===== src/rtl/bpsk_demod_if.sv =====
// Sample/carrier input and recovered-bit output bundle for bpsk_demod.
// Optional soft_sig output is present when BPSK_DEMOD_SOFT_EN is defined.
interface bpsk_demod_if #(
  parameter int DATA_W = 16
);
  logic                     en_p;
  logic                     sym_sync;
  logic signed [DATA_W-1:0] bpsk_sig;
  logic signed [DATA_W-1:0] carrier_sig;
  logic                     base_sig;
  logic                     bit_vld;
  logic                     locked;
  logic                     sync_err;
`ifdef BPSK_DEMOD_SOFT_EN
  logic signed [DATA_W-1:0] soft_sig;

  modport master (
    output en_p, sym_sync, bpsk_sig, carrier_sig,
    input  base_sig, bit_vld, locked, sync_err, soft_sig
  );

  modport slave (
    input  en_p, sym_sync, bpsk_sig, carrier_sig,
    output base_sig, bit_vld, locked, sync_err, soft_sig
  );
`else
  modport master (
    output en_p, sym_sync, bpsk_sig, carrier_sig,
    input  base_sig, bit_vld, locked, sync_err
  );

  modport slave (
    input  en_p, sym_sync, bpsk_sig, carrier_sig,
    output base_sig, bit_vld, locked, sync_err
  );
`endif
endinterface


===== src/rtl/bpsk_demod.sv =====
// Coherent BPSK demodulator: multiply by local carrier, integrate over a symbol, slice on sign.
// Define BPSK_DEMOD_SOFT_EN to add the soft_sig correlation-magnitude output.
//
// state | meaning
// IDLE  | waiting for en_p with sym_sync to establish symbol timing
// RUN   | locked; every enabled cycle captures one sample
module bpsk_demod #(
  parameter int DATA_W = 16,
  parameter int SPB    = 16
) (
  input  logic         clk_sig,
  input  logic         rst_n,
  bpsk_demod_if.slave  bus
);

  localparam int ACC_W  = 2*DATA_W + $clog2(SPB);
  localparam int PROD_W = 2*DATA_W;
  localparam int CNT_W  = $clog2(SPB);

  typedef enum logic {IDLE, RUN} state_t;

  state_t state, state_d;

  logic signed [PROD_W-1:0] prod_r;
  logic                     first_r;
  logic                     prod_vld;
  logic                     serr_r;
  logic        [CNT_W-1:0]  samp_idx;
  logic signed [ACC_W-1:0]  acc;
  logic        [CNT_W-1:0]  cnt;
  logic                     base_r;
  logic                     bit_vld_r;
  logic                     sync_err_r;

  logic                     capture;
  logic                     first_s1;
  logic                     off_sync;
  logic signed [PROD_W-1:0] prod_next;
  logic signed [ACC_W-1:0]  prod_ext;
  logic signed [ACC_W-1:0]  sum;
  logic                     complete;

  always_ff @(posedge clk_sig or negedge rst_n) begin
    if (!rst_n) state <= IDLE;
    else        state <= state_d;
  end

  always_comb begin
    state_d = state;
    if (!bus.en_p)                       state_d = IDLE;
    else if (state == IDLE && bus.sym_sync) state_d = RUN;
  end

  // samp_idx is the expected index of the sample arriving at stage 1
  assign capture  = bus.en_p && (state == RUN || bus.sym_sync);
  assign first_s1 = (state == IDLE) || bus.sym_sync || (samp_idx == '0);
  assign off_sync = (state == RUN) && bus.sym_sync && (samp_idx != '0);

  assign prod_next = $signed({{DATA_W{bus.bpsk_sig[DATA_W-1]}}, bus.bpsk_sig}) *
                     $signed({{DATA_W{bus.carrier_sig[DATA_W-1]}}, bus.carrier_sig});

  assign prod_ext = {{(ACC_W-PROD_W){prod_r[PROD_W-1]}}, prod_r};
  assign sum      = first_r ? prod_ext : acc + prod_ext;
  assign complete = !first_r && (cnt == CNT_W'(SPB-1));

  always_ff @(posedge clk_sig or negedge rst_n) begin
    if (!rst_n) begin
      prod_r     <= '0;
      first_r    <= 1'b0;
      prod_vld   <= 1'b0;
      serr_r     <= 1'b0;
      samp_idx   <= '0;
      acc        <= '0;
      cnt        <= '0;
      base_r     <= 1'b0;
      bit_vld_r  <= 1'b0;
      sync_err_r <= 1'b0;
    end else if (!bus.en_p) begin
      prod_vld   <= 1'b0;
      serr_r     <= 1'b0;
      samp_idx   <= '0;
      acc        <= '0;
      cnt        <= '0;
      bit_vld_r  <= 1'b0;
      sync_err_r <= 1'b0;
    end else begin
      prod_vld <= capture;
      serr_r   <= capture && off_sync;
      if (capture) begin
        prod_r  <= prod_next;
        first_r <= first_s1;
        if (first_s1)                           samp_idx <= CNT_W'(1);
        else if (samp_idx == CNT_W'(SPB-1))     samp_idx <= '0;
        else                                    samp_idx <= samp_idx + CNT_W'(1);
      end

      bit_vld_r  <= 1'b0;
      sync_err_r <= 1'b0;
      if (prod_vld) begin
        acc        <= sum;
        sync_err_r <= serr_r;
        if (complete) begin
          cnt       <= '0;
          bit_vld_r <= 1'b1;
          base_r    <= ~sum[ACC_W-1];
        end else begin
          cnt <= first_r ? CNT_W'(1) : cnt + CNT_W'(1);
        end
      end
    end
  end

`ifdef BPSK_DEMOD_SOFT_EN
  logic signed [DATA_W-1:0] soft_r;

  always_ff @(posedge clk_sig or negedge rst_n) begin
    if (!rst_n)
      soft_r <= '0;
    else if (bus.en_p && prod_vld && complete)
      soft_r <= sum[ACC_W-1 -: DATA_W];
  end

  assign bus.soft_sig = soft_r;
`endif

  assign bus.base_sig = base_r;
  assign bus.bit_vld  = bit_vld_r;
  assign bus.locked   = (state == RUN);
  assign bus.sync_err = sync_err_r;

endmodule


===== src/flat_wrapper.sv =====
// flat-port wrapper written by rule: the top's interface ports become plain ports
module bpsk_demod_flat 
#(
  parameter int DATA_W = 16,
  parameter int SPB    = 16
)
  (clk_sig, rst_n, bus_en_p, bus_sym_sync, bus_bpsk_sig, bus_carrier_sig, bus_base_sig, bus_bit_vld, bus_locked, bus_sync_err);
  bpsk_demod_if #(.DATA_W(DATA_W)) bus_i ();
  input  logic clk_sig;
  input  logic rst_n;
  input wire logic [$bits(bus_i.en_p)-1:0] bus_en_p;
  input wire logic [$bits(bus_i.sym_sync)-1:0] bus_sym_sync;
  input wire logic [$bits(bus_i.bpsk_sig)-1:0] bus_bpsk_sig;
  input wire logic [$bits(bus_i.carrier_sig)-1:0] bus_carrier_sig;
  output wire logic [$bits(bus_i.base_sig)-1:0] bus_base_sig;
  output wire logic [$bits(bus_i.bit_vld)-1:0] bus_bit_vld;
  output wire logic [$bits(bus_i.locked)-1:0] bus_locked;
  output wire logic [$bits(bus_i.sync_err)-1:0] bus_sync_err;
  assign bus_i.en_p = bus_en_p;
  assign bus_i.sym_sync = bus_sym_sync;
  assign bus_i.bpsk_sig = bus_bpsk_sig;
  assign bus_i.carrier_sig = bus_carrier_sig;
  assign bus_base_sig = bus_i.base_sig;
  assign bus_bit_vld = bus_i.bit_vld;
  assign bus_locked = bus_i.locked;
  assign bus_sync_err = bus_i.sync_err;
  bpsk_demod #(.DATA_W(DATA_W), .SPB(SPB)) u_core (.clk_sig(clk_sig), .rst_n(rst_n), .bus(bus_i));
endmodule

===== config.mk =====
export PLATFORM = sky130hd
export DESIGN_NAME = bpsk_demod_flat
export DESIGN_NICKNAME = d
export VERILOG_FILES = /design/src/rtl/bpsk_demod_if.sv /design/src/rtl/bpsk_demod.sv /design/src/flat_wrapper.sv
export SDC_FILE = /design/constraint.sdc
export NUM_CORES = 1
export LEC_CHECK = 0
export CORE_MARGIN = 2
export CORE_UTILIZATION = 45
export CTS_BUF_LIST = sky130_fd_sc_hd__clkbuf_2 sky130_fd_sc_hd__clkbuf_4 sky130_fd_sc_hd__clkbuf_8
export CTS_CLUSTER_SIZE = 25
export DETAILED_ROUTE_END_ITERATION = 16
export PLACE_DENSITY = 0.58
export SETUP_SLACK_MARGIN = 0.15
export SYNTH_ARGS = -nofsm -noshare
export SYNTH_HDL_FRONTEND = slang
export SYNTH_SLANG_ARGS = --single-unit

===== constraint.sdc =====
create_clock -name clk_sig -period 3.3 [get_ports clk_sig]
set_input_delay 0.66 -clock clk_sig [delete_from_list [all_inputs] [get_ports clk_sig]]
set_output_delay 0.66 -clock clk_sig [all_outputs]
set_load 0.1 [all_outputs]

After elaboration in Yosys (flattened, before gate mapping)
Cells that the tools add are included.

Logic and storage cells: 56. Bits in registers: 83. Input bits: 36.

Multiplexer cells: 20. Reductions and logical operators: 14. Equal/unequal tests: 5. Bitwise gates (word level): 2. Add/subtract/negate cells: 3. Multipliers: 1.

Operators by type and width (count): 36-bit two-way mux (3); 36-bit by 32-bit adder with 36-bit output (1); 16-bit by 16-bit multiplier with 32-bit output (1); 4-bit two-way mux (8); 1-bit two-way mux (9); 4-bit by 1-bit adder with 4-bit output, second input constant (2); 4-bit == test, second input constant (2); 1-bit logical AND (6); 2-bit by 1-bit != test with 1-bit output, second input constant (3); 4-bit zero test (1); 4-bit nonzero test (1); 1-bit logical OR (3); 3-bit AND reduction (1); 1-bit NOT (2); 2-bit AND reduction (1); 1-bit zero test (1).

Logic depth before layout (Yosys ltp)
Gate-level depths: netlist of the first run.

Depth after elaboration: 6. Mapped depth: 24. Mapped depth without buffers: 23.

Least setup slack after synthesis of the first run
OpenSTA, ideal clock, no wires.

Path type: in2reg. Start point: input port bus_bpsk_sig[15]. End point: register u_core.prod_r[31]. Cell stages on the path: 20. Library setup time: 0.082 ns. Setup slack: -2.876 ns. Data arrival time: 6.094 ns. Path buffers: 1. Path through: clkbuf_1 > nand2_1 > inv_1 > fa_1 > fa_1 > fa_1 > fa_1 > fa_1 > inv_1 > fa_1 > inv_1 > ha_1 > and3_1 > nand2_1 > nor2_1 > nand3_1 > o211a_1 > nor3_1 > nand4b_1 > a31oi_1.

Word-level cells in the longest chain between the ends: 1.

Ends and longest elaborated chain: start: declaration (RTL line flat_wrapper.sv:13) `input wire logic [$bits(bus_i.bpsk_sig)-1:0] bus_bpsk_sig;`; 16-bit by 16-bit multiplier with 32-bit output (RTL line bpsk_demod.sv:59) `assign prod_next = $signed({{DATA_W{bus.bpsk_sig[DATA_W-1]}}, bus.bpsk_sig}) *`; end signal: assignment (RTL line bpsk_demod.sv:90) `prod_r <= prod_next;`; end: declaration (RTL line bpsk_demod.sv:24) `logic signed [PROD_W-1:0] prod_r;`.

No other way between the ends. A chain may end at the register's enable or synchronous reset.

Final worst setup path of the first run
Start point: input port bus_bpsk_sig[3]. End point: register u_core.prod_r[22].

The elaborated chain is that of the path after synthesis.

==> summary.txt, run 1 <==
Run status
  • Run status: finished, violations left
  • Failing checks: negative setup slack

Global routing
  • Largest net degree at the start of global routing: 58
  • Number of antenna violations at the first check in global routing: 0
  • Vias in the first global route: 12631
  • Global route overflow: 0
  • First-pass GRT wire length: 61820 um
  • Total track usage: 21.62%

Routing
  • Iter 0 DRT Violations: 485
  • Routed WL per cell: 15.60 um
  • Met3 wire len: 1009 um
  • DR vias: 11964
  • Highest Signal Layer: met4
  • Vias/cell: 5.078
  • TritonRoute pass-1 iters: 4
  • Final ANT Viol Nets: 0
  • M1 WL: 16760 um
  • Met2 Wirelength: 18300 um
  • Final WL: 36750 um
  • Post-route DRC violation count: 0

STA
  • Setup ws final: -2488 ps
  • RSZ-0062 raised after global routing: true
  • Clock Skews: 10.44 ps
  • # setup viols final: 27
  • Max Fclk: 0.1728 GHz
  • Actual slew at the worst max-slew pin: 485.1 ps
  • Max transition margin: 66.83%
  • Minimum clock period: 5788 ps
  • Slew Viols, Final: 0
  • Final critical-path share of the clock period: 175.4%
  • Final Hold Fails: 0

Place
  • Placer Congestion: 0.8705
  • IO Port Bufs: 39
  • DPL Wire Length: 29970 um
  • Area after DPL: 17780 um^2

Job
  • Max Cap Viol: 0

Setup path
  • Startpoint Class: input port
  • Worst-path fanout max: 4
  • Worst Setup End Kind: flop
  • CP cell instances: buf_6, buf_6, buf_4, and2_4, fa_1, fa_1, fa_1, fa_1, fa_1, inv_2, fa_1, inv_2, ha_4, and3_4, a21bo_4, a21boi_4, o22ai_4, nor2b_1, a31o_2, a21oi_2, xor2_1, o21ai_0
  • Crit path required time: 3540 ps
  • CP dominant cell by count: fa_1
  • Critical Path AT: 6030 ps
  • CP max stage cell: fa_1
  • Slowest cell delay on critical path: 590 ps
  • CP Class: input port to flop

Clocking
  • # clock sinks: 83
  • CTS H-tree lvls: 3
  • Clock-pin slew on the worst setup and hold paths: 90 ps
  • CTS tree: done
  • Worst-Skew Late Latency: 380 ps
  • Root buf cell: clkbuf_8
  • Post-cts hold buffer count: 0
  • CTS Buf Count: 9
  • Clock buffer depth: 2

Synth
  • Mapped Nets: 2109
  • Synth Instances: 1690
  • Proportion of synthesized area in mux cells: 0.8280%
  • Area of the mapped netlist: 15110 um^2
  • Synth Area in Compound Gates: 12.22%
  • Synth Area in Adders: 44.78%
  • Ys flop type: dfrtp_1
  • YS warnings: 0
  • Sequential area share after synthesis: 13.75%
  • Post-synth EDFFs: 0
  • Main combinational cell family by area after synthesis: adder cells
  • Netlist cell types: 58
  • Yosys reg bits: 83
  • Ys async rst share: 100.0%
  • Simple-gate portion of the synthesized area: 15.49%
  • Synth Area in XOR/XNOR: 3.883%
  • Avg Cell Area, Syn: 8.941 um^2

Final layout
  • Layout fillers: 2996
  • Register Area: 2079 um^2
  • Design area: 18850 um^2
  • Layout Area Growth over Synthesis: 24.76%
  • Antenna Cells: 0
  • Layout cells sized above 1: 23.85%
  • Multi-input logic area: 12610 um^2
  • Layout Nets: 2322

Floorplanning
  • Die Height: 187.2 um
  • Initial Util: 45.40%
  • Total core area: 33280 um^2
  • Die area: 35060 um^2
  • # rows: 67
  • Die width: 187.2 um
  • IO Count: 40

Worst hold path
  • Worst hold path class: input port to async pin
per-layer routing:
metal / GRT usage [%] / vias up
met1: 29.38 / 5991
met4: 5.403 / 0
li1: - / 5761
met2: 37.36 / 171
met3: 2.008 / 41
met5: 0 / -
cells in the mapped netlist, drive strengths merged, types with 4 or more instances:
cell type,number,area (um^2)
o21bai,6,45.04
nand3,18,90.09
and3,11,68.82
nand3b,5,37.54
o211ai,9,67.56
nor3,12,60.06
a21o,27,205.2
ha,120,1501
nand4,4,25.02
dfrtp,83,2077
o211a,12,120.1
o21ai,94,470.5
nor2b,11,68.82
o21a,9,67.56
fa,263,5265
a211oi,5,37.54
nor2,57,214.0
a32oi,5,43.79
xor2,32,280.3
xnor2,35,306.5
clkbuf,57,214.0
a31oi,7,43.79
and2,128,800.8
o31ai,6,45.04
buf,6,23.77
nand2b,15,93.84
mux2i,11,110.1
o22ai,4,25.02
inv,300,1126
a21oi,89,449.2
nand2,209,784.5
through the flow:
stage                     TNS, ps  hold WS [ps]  instances  worst slack [ps]  utilization [%]
after detailed placement   -76530         469.9       2295             -3364            53.44
after global placement     -74190         460.9       2295             -3272            53.44
after global routing       -59390         202.1       2356             -2723            56.65
final                      -54520         191.4       2356             -2488            56.65
after floorplan            -48860         364.4       1690             -2461                -
after CTS                  -54890         197.6       2343             -2550            55.80
cell families (layout without fill, tap and decap cells):
logic type                 count (synthesis)  in the layout
and+or+nand+nor                          483            483
buffers and inverters                    364            582
AOI/OAI and AO/OA                        298            298
adders and majority gates                383            383
xor gates and xnor gates                  67             67
DFF                                       83             83
muxes                                     12             12
cell type report:
type	count	area share, %
multi-input cells	1243	66.87
well taps	448	2.973
repair buffers	265	11.93
flip-flops and latches	83	11.03
inverters	301	6.020
clock buffers	10	0.6969
clock inverters	6	0.4779
cell usage in the layout (no fill, tap or decap), drive strengths merged, types with 5 or more instances in the layout:
master | synthesis | layout
and2 | 128 | 128
a31oi | 7 | 7
o211ai | 9 | 9
nand3 | 18 | 18
clkbuf | 57 | 11
o21ai | 94 | 94
a21oi | 89 | 89
o21bai | 6 | 6
xor2 | 32 | 32
nand3b | 5 | 5
nor3 | 12 | 12
xnor2 | 35 | 35
nand2b | 15 | 15
mux2i | 11 | 11
o21a | 9 | 9
dfrtp | 83 | 83
ha | 120 | 120
nand2 | 209 | 209
nor2 | 57 | 57
a21o | 27 | 27
buf | 6 | 255
a32oi | 5 | 5
and3 | 11 | 11
o211a | 12 | 12
nor2b | 11 | 11
a211oi | 5 | 5
inv | 300 | 300
o31ai | 6 | 6
fa | 263 | 263
worst max-delay path, delay by kind of cell:
family                   cells  cell delay (ps)
adder cells (fa/ha/maj)      7             3360
AO/OA/AOI/OAI                6              900
AND/OR/NAND/NOR              3              500
buffers and inverters        5              440
XOR/XNOR                     1              160
flip-flops by register name, indices dropped and copies added, names as in the netlist:
register,count
u_core.acc,36
u_core.bus.base_sig,1
u_core.bus.bit_vld,1
u_core.prod_r,32
u_core.bus.sync_err,1
u_core.first_r,1
u_core.cnt,4
u_core.bus.locked,1
u_core.serr_r,1
u_core.prod_vld,1
u_core.samp_idx,4
what timing repair did:
item / 4_1_cts / 5_1_grt
cloned: 4 / 0
endpoints found under the setup margin: 28 / 34
pin swaps: 99 / 78
resized for setup: 212 / 64
setup buffers: 28 / 13
worst paths after layout:
path	cells past startpoint	startpoint	slack, ps	endpoint
max in group asynchronous	2	rst_n	2460	u_core.acc[18]$_DFFE_PN0P_
worst min-delay path	1	rst_n	190	u_core.samp_idx[0]$_DFFE_PN0P_
worst max-delay path	22	bus_bpsk_sig[3]	-2490	u_core.prod_r[22]$_DFFE_PN0P_
worst max register to register	10	u_core.prod_r[1]$_DFFE_PN0P_	320	u_core.bus.base_sig$_DFFE_PN0P_
min in group clk_sig	2	u_core.acc[33]$_DFFE_PN0P_	480	u_core.acc[33]$_DFFE_PN0P_
worst min register to register	2	u_core.acc[33]$_DFFE_PN0P_	480	u_core.acc[33]$_DFFE_PN0P_
Power of run 1 is left out: the tool's default activity adds up to more than one toggle a clock period on the data nets, which glitch-free logic cannot reach.
==> run 2: changes to the inputs <==
--- a/config.mk
+++ b/config.mk
@@ -5,7 +5,7 @@
 export SDC_FILE = /design/constraint.sdc
 export NUM_CORES = 1
 export LEC_CHECK = 0
-export CORE_MARGIN = 2
+export CORE_MARGIN = 5
 export CORE_UTILIZATION = 45
 export CTS_BUF_LIST = sky130_fd_sc_hd__clkbuf_2 sky130_fd_sc_hd__clkbuf_4 sky130_fd_sc_hd__clkbuf_8
 export CTS_CLUSTER_SIZE = 25
==> summary.txt, run 2 (synthesis results as in run 1) <==
Run status
  • Run status: finished, violations left (unchanged)
  • Failing checks: negative setup slack (unchanged)

Place
  • DPL Wire Length: 30480 um (was 29970 um)
  • IO Port Bufs: 39 (unchanged)
  • Placer Congestion: 0.9049 (was 0.8705)
  • Area after DPL: 17860 um^2 (was 17780 um^2)

Setup path
  • CP cell instances: buf_6, buf_8, buf_4, buf_4, and2_1, fa_1, fa_1, fa_1, fa_1, fa_1, inv_1, fa_1, inv_1, ha_4, a21o_1, a21o_1, a21oi_2, o211a_1, o22ai_2, a211o_1, a21oi_2, xor2_1, o21ai_1 (was buf_6, buf_6, buf_4, and2_4, fa_1, fa_1, fa_1, fa_1, fa_1, inv_2, fa_1, inv_2, ha_4, and3_4, a21bo_4, a21boi_4, o22ai_4, nor2b_1, a31o_2, a21oi_2, xor2_1, o21ai_0)
  • Critical Path Sink: u_core.prod_r[30]$_DFFE_PN0P_ (was u_core.prod_r[22]$_DFFE_PN0P_)
  • Register-to-register setup slack: 330 ps (was 320 ps)
  • Worst Setup End Kind: flop (unchanged)
  • Crit path required time: 3540 ps (about the same)
  • CP Class: input port to flop (unchanged)
  • Critical Path AT: 6010 ps (was 6030 ps)
  • CP dominant cell by count: fa_1 (unchanged)
  • CP max stage cell: fa_1 (unchanged)
  • Slowest cell delay on critical path: 560 ps (was 590 ps)
  • Reg2reg path depth: 10 (unchanged)
  • Reg2Reg Launch Point: u_core.prod_r[6]$_DFFE_PN0P_ (was u_core.prod_r[1]$_DFFE_PN0P_)
  • Worst-path fanout max: 5 (was 4)
  • Critical Path Start: bus_bpsk_sig[5] (was bus_bpsk_sig[3])
  • Startpoint Class: input port (unchanged)
  • RR Endpoint: u_core.bus.base_sig$_DFFE_PN0P_ (unchanged)

Global routing
  • First-pass GRT wire length: 63550 um (was 61820 um)
  • Global route overflow: 0 (unchanged)
  • Largest net degree at the start of global routing: 47 (was 58)
  • Number of antenna violations at the first check in global routing: 0 (unchanged)
  • Total track usage: 20.07% (was 21.62%)
  • Vias in the first global route: 12680 (was 12631)

Worst hold path
  • Worst hold path class: input port to async pin (unchanged)

Final layout
  • Layout cells sized above 1: 27.17% (was 23.85%)
  • Layout Area Growth over Synthesis: 28.53% (was 24.76%)
  • Multi-input logic area: 12730 um^2 (was 12610 um^2)
  • Register Area: 2079 um^2 (unchanged)
  • Top reg by flops: u_core.acc (unchanged)
  • Layout fillers: 3029 (was 2996)
  • Commonest cells after routing, fill and taps aside: inv_1 (267), fa_1 (242), nand2_1 (194), buf_4 (170), and2_1 (95) (was inv_1 (275), fa_1 (246), nand2_1 (197), buf_4 (177), and2_1 (106))
  • Design area: 19420 um^2 (was 18850 um^2)
  • Antenna Cells: 0 (unchanged)
  • Top Registers: u_core.acc x36, u_core.prod_r x32 (unchanged)
  • Layout Nets: 2351 (was 2322)
  • Commonest non-fill, non-tap cell in the layout: inv_1 (unchanged)
  • Max FFs per register: 36 (unchanged)

STA
  • Slew Viols, Final: 0 (unchanged)
  • Max transition margin: 49.80% (was 66.83%)
  • Clock Skews: 21.69 ps (was 10.44 ps)
  • # setup viols final: 27 (unchanged)
  • Minimum clock period: 5767 ps (was 5788 ps)
  • Final Hold Fails: 0 (unchanged)
  • Final critical-path share of the clock period: 174.8% (was 175.4%)
  • Max Fclk: 0.1734 GHz (was 0.1728 GHz)
  • RSZ-0062 raised after global routing: true (unchanged)
  • Setup ws final: -2467 ps (was -2488 ps)
  • Actual slew at the worst max-slew pin: 734.0 ps (was 485.1 ps)

Routing
  • Final ANT Viol Nets: 0 (unchanged)
  • Met2 Wirelength: 18870 um (was 18300 um)
  • Met3 wire len: 779 um (was 1009 um)
  • TritonRoute pass-1 iters: 6 (was 4)
  • Highest Signal Layer: met4 (unchanged)
  • Iter 0 DRT Violations: 410 (was 485)
  • DR vias: 12086 (was 11964)
  • Vias/cell: 5.070 (was 5.078)
  • Post-route DRC violation count: 0 (unchanged)
  • M1 WL: 17190 um (was 16760 um)
  • Final WL: 37600 um (was 36750 um)
  • Routed WL per cell: 15.77 um (was 15.60 um)

Floorplanning
  • Die width: 193.2 um (was 187.2 um)
  • Die area: 37340 um^2 (was 35060 um^2)
  • Total core area: 33360 um^2 (was 33280 um^2)
  • Initial Util: 45.29% (was 45.40%)
  • IO Count: 40 (unchanged)
  • Die Height: 193.2 um (was 187.2 um)
  • # rows: 67 (unchanged)

Clocking
  • Post-cts hold buffer count: 0 (unchanged)
  • Root buf cell: clkbuf_8 (unchanged)
  • Clock-pin slew on the worst setup and hold paths: 100 ps (was 90 ps)
  • CTS tree: done (unchanged)
  • # clock sinks: 83 (unchanged)
  • CTS Buf Count: 9 (unchanged)
  • Clock buffer depth: 2 (unchanged)
  • Worst-Skew Late Latency: 370 ps (was 380 ps)
  • CTS H-tree lvls: 3 (unchanged)

Job
  • Max Cap Viol: 0 (unchanged)
run 2: changes by cell type in the layout (fill, tap and decap cells not counted), moves of 6 or more:
| cell | change |
|---|---|
| buf_6 | +32 |
| o21ai_0 | -12 |
| and2_1 | -11 |
| and2_4 | +11 |
| inv_1 | -8 |
| inv_2 | +8 |
| buf_4 | -7 |
| o21ai_2 | +7 |
| buf_8 | +6 |
run 2: metrics by stage:
stage | hold slack, ps | util, % | std cells | setup TNS, ps | setup WS (ps)
2_1_floorplan | 364.4 | - | 1690 | -48860 | -2461
3_3_place_gp | 462.8 | 53.53 | 2305 | -73610 | -3209
3_5_place_dp | 466.9 | 53.53 | 2305 | -75110 | -3271
4_1_cts | 262.0 | 56.92 | 2367 | -52510 | -2477
5_1_grt | 283.7 | 58.21 | 2384 | -56360 | -2604
6_report | 244.3 | 58.21 | 2384 | -52110 | -2467
run 2: worst min path at each step:
stage,from,end,slack (ps),cells past startpoint
2_1_floorplan,rst_n,u_core.acc[0]$_DFFE_PN0P_,360,0
6_report,rst_n,u_core.cnt[0]$_DFFE_PN0P_,240,1
5_1_grt,rst_n,u_core.cnt[0]$_DFFE_PN0P_,280,1
3_5_place_dp,u_core.acc[31]$_DFFE_PN0P_,u_core.acc[31]$_DFFE_PN0P_,470,2
3_3_place_gp,u_core.acc[31]$_DFFE_PN0P_,u_core.acc[31]$_DFFE_PN0P_,460,2
4_1_cts,rst_n,u_core.cnt[1]$_DFFE_PN0P_,260,1
run 2: layer usage:
layer,vias to the layer above,track usage (%)
met5,-,0
met4,0,4.616
met3,55,1.513
met2,177,34.89
met1,6032,27.66
li1,5822,-
run 2: layout make-up:
cell class | count | share of cell area (%)
inverter | 301 | 5.843
sequential | 83 | 10.71
timing repair buffer | 294 | 13.80
clock buffer | 10 | 0.6765
clock inverter | 5 | 0.5347
tap | 448 | 2.886
multi-input combinational | 1243 | 65.55
run 2: critical path, delay by kind of cell:
kind,cells,cell delay (ps)
buf+inv,6,640
xor+xnor,1,150
compound gates,8,1300
simple gates,1,170
fa+ha+maj,7,3110
run 2: timing repair:
item | 4_1_cts | 5_1_grt
pin swaps | 102 | 86
resized for setup | 288 | 94
endpoints found under the setup margin | 28 | 36
setup buffers | 39 | 17
cloned | 8 | 0
Power of run 2 is left out for the same reason.
==> run 3: changes to the inputs <==
--- a/config.mk
+++ b/config.mk
@@ -5,7 +5,8 @@
 export SDC_FILE = /design/constraint.sdc
 export NUM_CORES = 1
 export LEC_CHECK = 0
-export CORE_MARGIN = 5
+export ABC_AREA = 1
+export CORE_MARGIN = 4
 export CORE_UTILIZATION = 45
 export CTS_BUF_LIST = sky130_fd_sc_hd__clkbuf_2 sky130_fd_sc_hd__clkbuf_4 sky130_fd_sc_hd__clkbuf_8
 export CTS_CLUSTER_SIZE = 25
==> constraint.sdc (replaced) <==
create_clock -name clk_sig -period 6.3 [get_ports clk_sig]
set_input_delay 1.26 -clock clk_sig [delete_from_list [all_inputs] [get_ports clk_sig]]
set_output_delay 1.26 -clock clk_sig [all_outputs]
set_load 0.1 [all_outputs]
==> summary.txt, run 3 <==
Run status
  • Run status: finished, final reports clean (was finished, violations left)

Floorplanning
  • Die Height: 199.2 um (was 193.2 um)
  • # rows: 69 (was 67)
  • Die area: 39670 um^2 (was 37340 um^2)
  • IO Count: 40 (unchanged)
  • Initial Util: 45.91% (was 45.29%)
  • Total core area: 35830 um^2 (was 33360 um^2)
  • Die width: 199.2 um (was 193.2 um)

Synth
  • Post-synth EDFFs: 0 (unchanged)
  • Most common cell in the synthesized netlist: nand2_1 (was inv_1)
  • Synth Instances: 2247 (was 1690)
  • Netlist cell types: 42 (was 58)
  • YS warnings: 0 (unchanged)
  • Ys flop type: dfrtp_1 (unchanged)
  • Area of the mapped netlist: 16450 um^2 (was 15110 um^2)
  • Avg Cell Area, Syn: 7.320 um^2 (was 8.941 um^2)
  • Share of the synthesized area in the top cell type: 32.01% (was 34.84%)
  • Yosys reg bits: 83 (unchanged)
  • Top cells by area, synth: fa_1 (32%), nand2_1 (13%), dfrtp_1 (13%), inv_1 (12%), ha_1 (9.1%) (was fa_1 (35%), dfrtp_1 (14%), ha_1 (9.9%), inv_1 (7.5%), and2_1 (5.3%))
  • Sequential area share after synthesis: 12.63% (was 13.75%)
  • Synth area leader: fa_1 (unchanged)
  • Mapped Nets: 2666 (was 2109)
  • Ys async rst share: 100.0% (unchanged)
  • Post-synth top cells: nand2_1 (583), inv_1 (542), fa_1 (263) (was inv_1 (300), fa_1 (263), nand2_1 (209))

Routing
  • Iter 0 DRT Violations: 821 (was 410)
  • Routed WL per cell: 16.77 um (was 15.77 um)
  • Final ANT Viol Nets: 0 (unchanged)
  • DR vias: 14824 (was 12086)
  • TritonRoute pass-1 iters: 6 (unchanged)
  • Vias/cell: 5.066 (was 5.070)
  • Post-route DRC violation count: 0 (unchanged)
  • Final WL: 49060 um (was 37600 um)

STA
  • RSZ-0062 raised after global routing: true (unchanged)
  • Final Hold Fails: 0 (unchanged)
  • Max Fclk: 0.1641 GHz
  • Slew Viols, Final: 0 (unchanged)
  • Hold_ws: 476.1 ps (was 244.3 ps)
  • Actual slew at the worst max-slew pin: 977.5 ps (was 734.0 ps)
  • Max transition margin: 34.63% (was 49.80%)
  • Setup TNS: 0 ps (was -52110 ps)
  • Minimum clock period: 6093 ps
  • # setup viols final: 0 (was 27)
  • Clock Skews: 26.19 ps (was 21.69 ps)
  • Final critical-path share of the clock period: 96.72%

Final layout
  • Commonest non-fill, non-tap cell in the layout: nand2_1 (was inv_1)
  • Layout cells sized above 1: 21.99% (was 27.17%)
  • Max FFs per register: 36 (unchanged)
  • Commonest cells after routing, fill and taps aside: nand2_1 (539), inv_1 (493), fa_1 (239), buf_4 (183), nor2_1 (122) (was inv_1 (267), fa_1 (242), nand2_1 (194), buf_4 (170), and2_1 (95))
  • Top reg by flops: u_core.acc (unchanged)
  • Layout Nets: 2879 (was 2351)
  • Non-Filler Instances: 2926 (was 2384)
  • Layout fillers: 3322 (was 3029)
  • Final core utilization: 57.81% (was 58.21%)
  • Layout Area Growth over Synthesis: 25.92% (was 28.53%)
  • Top Registers: u_core.acc x36, u_core.prod_r x32 (unchanged)
  • Antenna Cells: 0 (unchanged)

Worst hold path
  • Hold depth: 2
  • Worst Hold Path EP: u_core.bus.sync_err$_DFF_PN0_
  • Worst min-delay path startpoint: u_core.serr_r$_DFF_PN0_
  • Worst hold path class: flop to flop (was input port to async pin)

Setup path
  • Critical Path AT: 6380 ps (was 6010 ps)
  • Crit path required time: 6590 ps (was 3540 ps)
  • Register-to-register setup slack: 3660 ps (was 330 ps)
  • Worst Setup End Kind: flop (unchanged)
  • RR Endpoint: u_core.acc[30]$_DFFE_PN0P_ (was u_core.bus.base_sig$_DFFE_PN0P_)
  • CP Class: input port to flop (unchanged)
  • Startpoint Class: input port (unchanged)
  • Reg2Reg Launch Point: u_core.prod_r[0]$_DFFE_PN0P_ (was u_core.prod_r[6]$_DFFE_PN0P_)
  • Worst-path fanout max: 5 (unchanged)
  • Reg2reg path depth: 11 (was 10)

Global routing
  • Global route overflow: 0 (unchanged)
  • Number of antenna violations at the first check in global routing: 0 (unchanged)
  • Total track usage: 24.83% (was 20.07%)
  • First-pass GRT wire length: 78900 um (was 63550 um)
  • Largest net degree at the start of global routing: 53 (was 47)
  • Vias in the first global route: 15284 (was 12680)

Place
  • IO Port Bufs: 39 (unchanged)
  • Inst Count DP: 2840 (was 2305)
  • DPL Wire Length: 38100 um (was 30480 um)
  • Placer Congestion: 0.9089 (was 0.9049)

Clocking
  • # clock sinks: 83 (unchanged)
  • CTS tree: done (unchanged)
  • Clock-pin slew on the worst setup and hold paths: 100 ps (about the same)
  • CTS H-tree lvls: 3 (unchanged)
  • Worst-Skew Late Latency: 400 ps (was 370 ps)
  • CTS Buf Count: 9 (unchanged)
  • Post-cts hold buffer count: 0 (unchanged)
  • Clock buffer depth: 2 (unchanged)
  • Root buf cell: clkbuf_8 (unchanged)

Job
  • Max Cap Viol: 0 (unchanged)
==> run 3: changes by cell type in the layout (fill, tap and decap cells not counted), moves of 15 or more <==
cell,before,now
a21o_1,25,7
and2_1,95,0
and2_4,33,0
buf_12,9,24
buf_6,80,22
inv_1,267,493
inv_2,31,50
nand2_1,194,539
nand2_2,10,38
nand3_1,13,70
nand4_1,4,20
nor2_1,53,122
nor2_2,2,17
xnor2_1,28,13
==> run 3: how the worst max path moves through the flow <==
stage	from	endpoint	slack [ps]	cells past startpoint
floorplan	bus_carrier_sig[5]	u_core.prod_r[23]$_DFFE_PN0P_	100	20
global placement	bus_carrier_sig[2]	u_core.prod_r[20]$_DFFE_PN0P_	-830	23
detailed placement	bus_carrier_sig[1]	u_core.prod_r[20]$_DFFE_PN0P_	-810	19
CTS	bus_carrier_sig[6]	u_core.prod_r[30]$_DFFE_PN0P_	140	25
global route	bus_bpsk_sig[15]	u_core.prod_r[31]$_DFFE_PN0P_	70	24
finish	bus_bpsk_sig[15]	u_core.prod_r[31]$_DFFE_PN0P_	210	24
==> run 3: stage by stage <==
stage | worst slack, ps | instance area (um^2)
detailed placement | -808.1 | 18680
CTS | 139.0 | 19850
floorplan | 103.7 | 16640
global route | 72.46 | 20710
global placement | -831.2 | 18680
finish | 206.6 | 20710
==> run 3: metal layers <==
layer	track usage, %	part of all wire (%)	vias up
met1	32.07	41	7182
met5	0	0	-
met4	8.561	4.5	0
met2	43.64	50	386
met3	2.580	4.9	136
li1	-	-	7120
==> run 3: layout make-up <==
type                            instances  area (um^2)  share of cell area, %
Multi-Input combinational cell       1539        12990                  62.71
Timing Repair Buffer                  280         2815                  13.59
Sequential cell                        83         2077                  10.03
Inverter                              547         2061                  9.950
Tap cell                              461        576.8                  2.785
Clock buffer                           11        151.4                 0.7310
Clock inverter                          5        42.54                 0.2054
==> run 3: timing repair <==
| action | 4_1_cts | 5_1_grt |
|---|---|---|
| endpoints found under the setup margin | 21 | 22 |
| gates resized for setup | 170 | 226 |
| hold endpoints to repair | 0 | 0 |
| pin swaps | 45 | 121 |
| cloned | 10 | 6 |
| setup buffers | 27 | 27 |
==> run 3: cells by family after synthesis <==
| logic type | Yosys count | share of synthesized area (%) |
|---|---|---|
| AO/OA/AOI/OAI | 231 | 7.774 |
| buffers and inverters | 625 | 14.36 |
| adder cells (fa/ha/maj) | 383 | 41.14 |
| flip-flops | 83 | 12.63 |
| XOR/XNOR | 38 | 2.023 |
| AND/OR/NAND/NOR | 887 | 22.08 |
==> run 3: worst max-delay path, stage by stage <==
cell and delay (ps):
buf_6 90, buf_6 110, buf_12 130, nand2_4 50, inv_2 40, fa_2 640
buf_12 120, fa_2 460, buf_6 160, fa_2 620, inv_2 50, fa_1 510
inv_2 40, fa_1 550, fa_1 460, ha_4 320, inv_4 40, nor3_4 220
nand2_1 90, o21a_1 190, nand2_1 60, nand2_1 50, nand3_1 60, nand2_1 50
Power of run 3 is left out for the same reason.
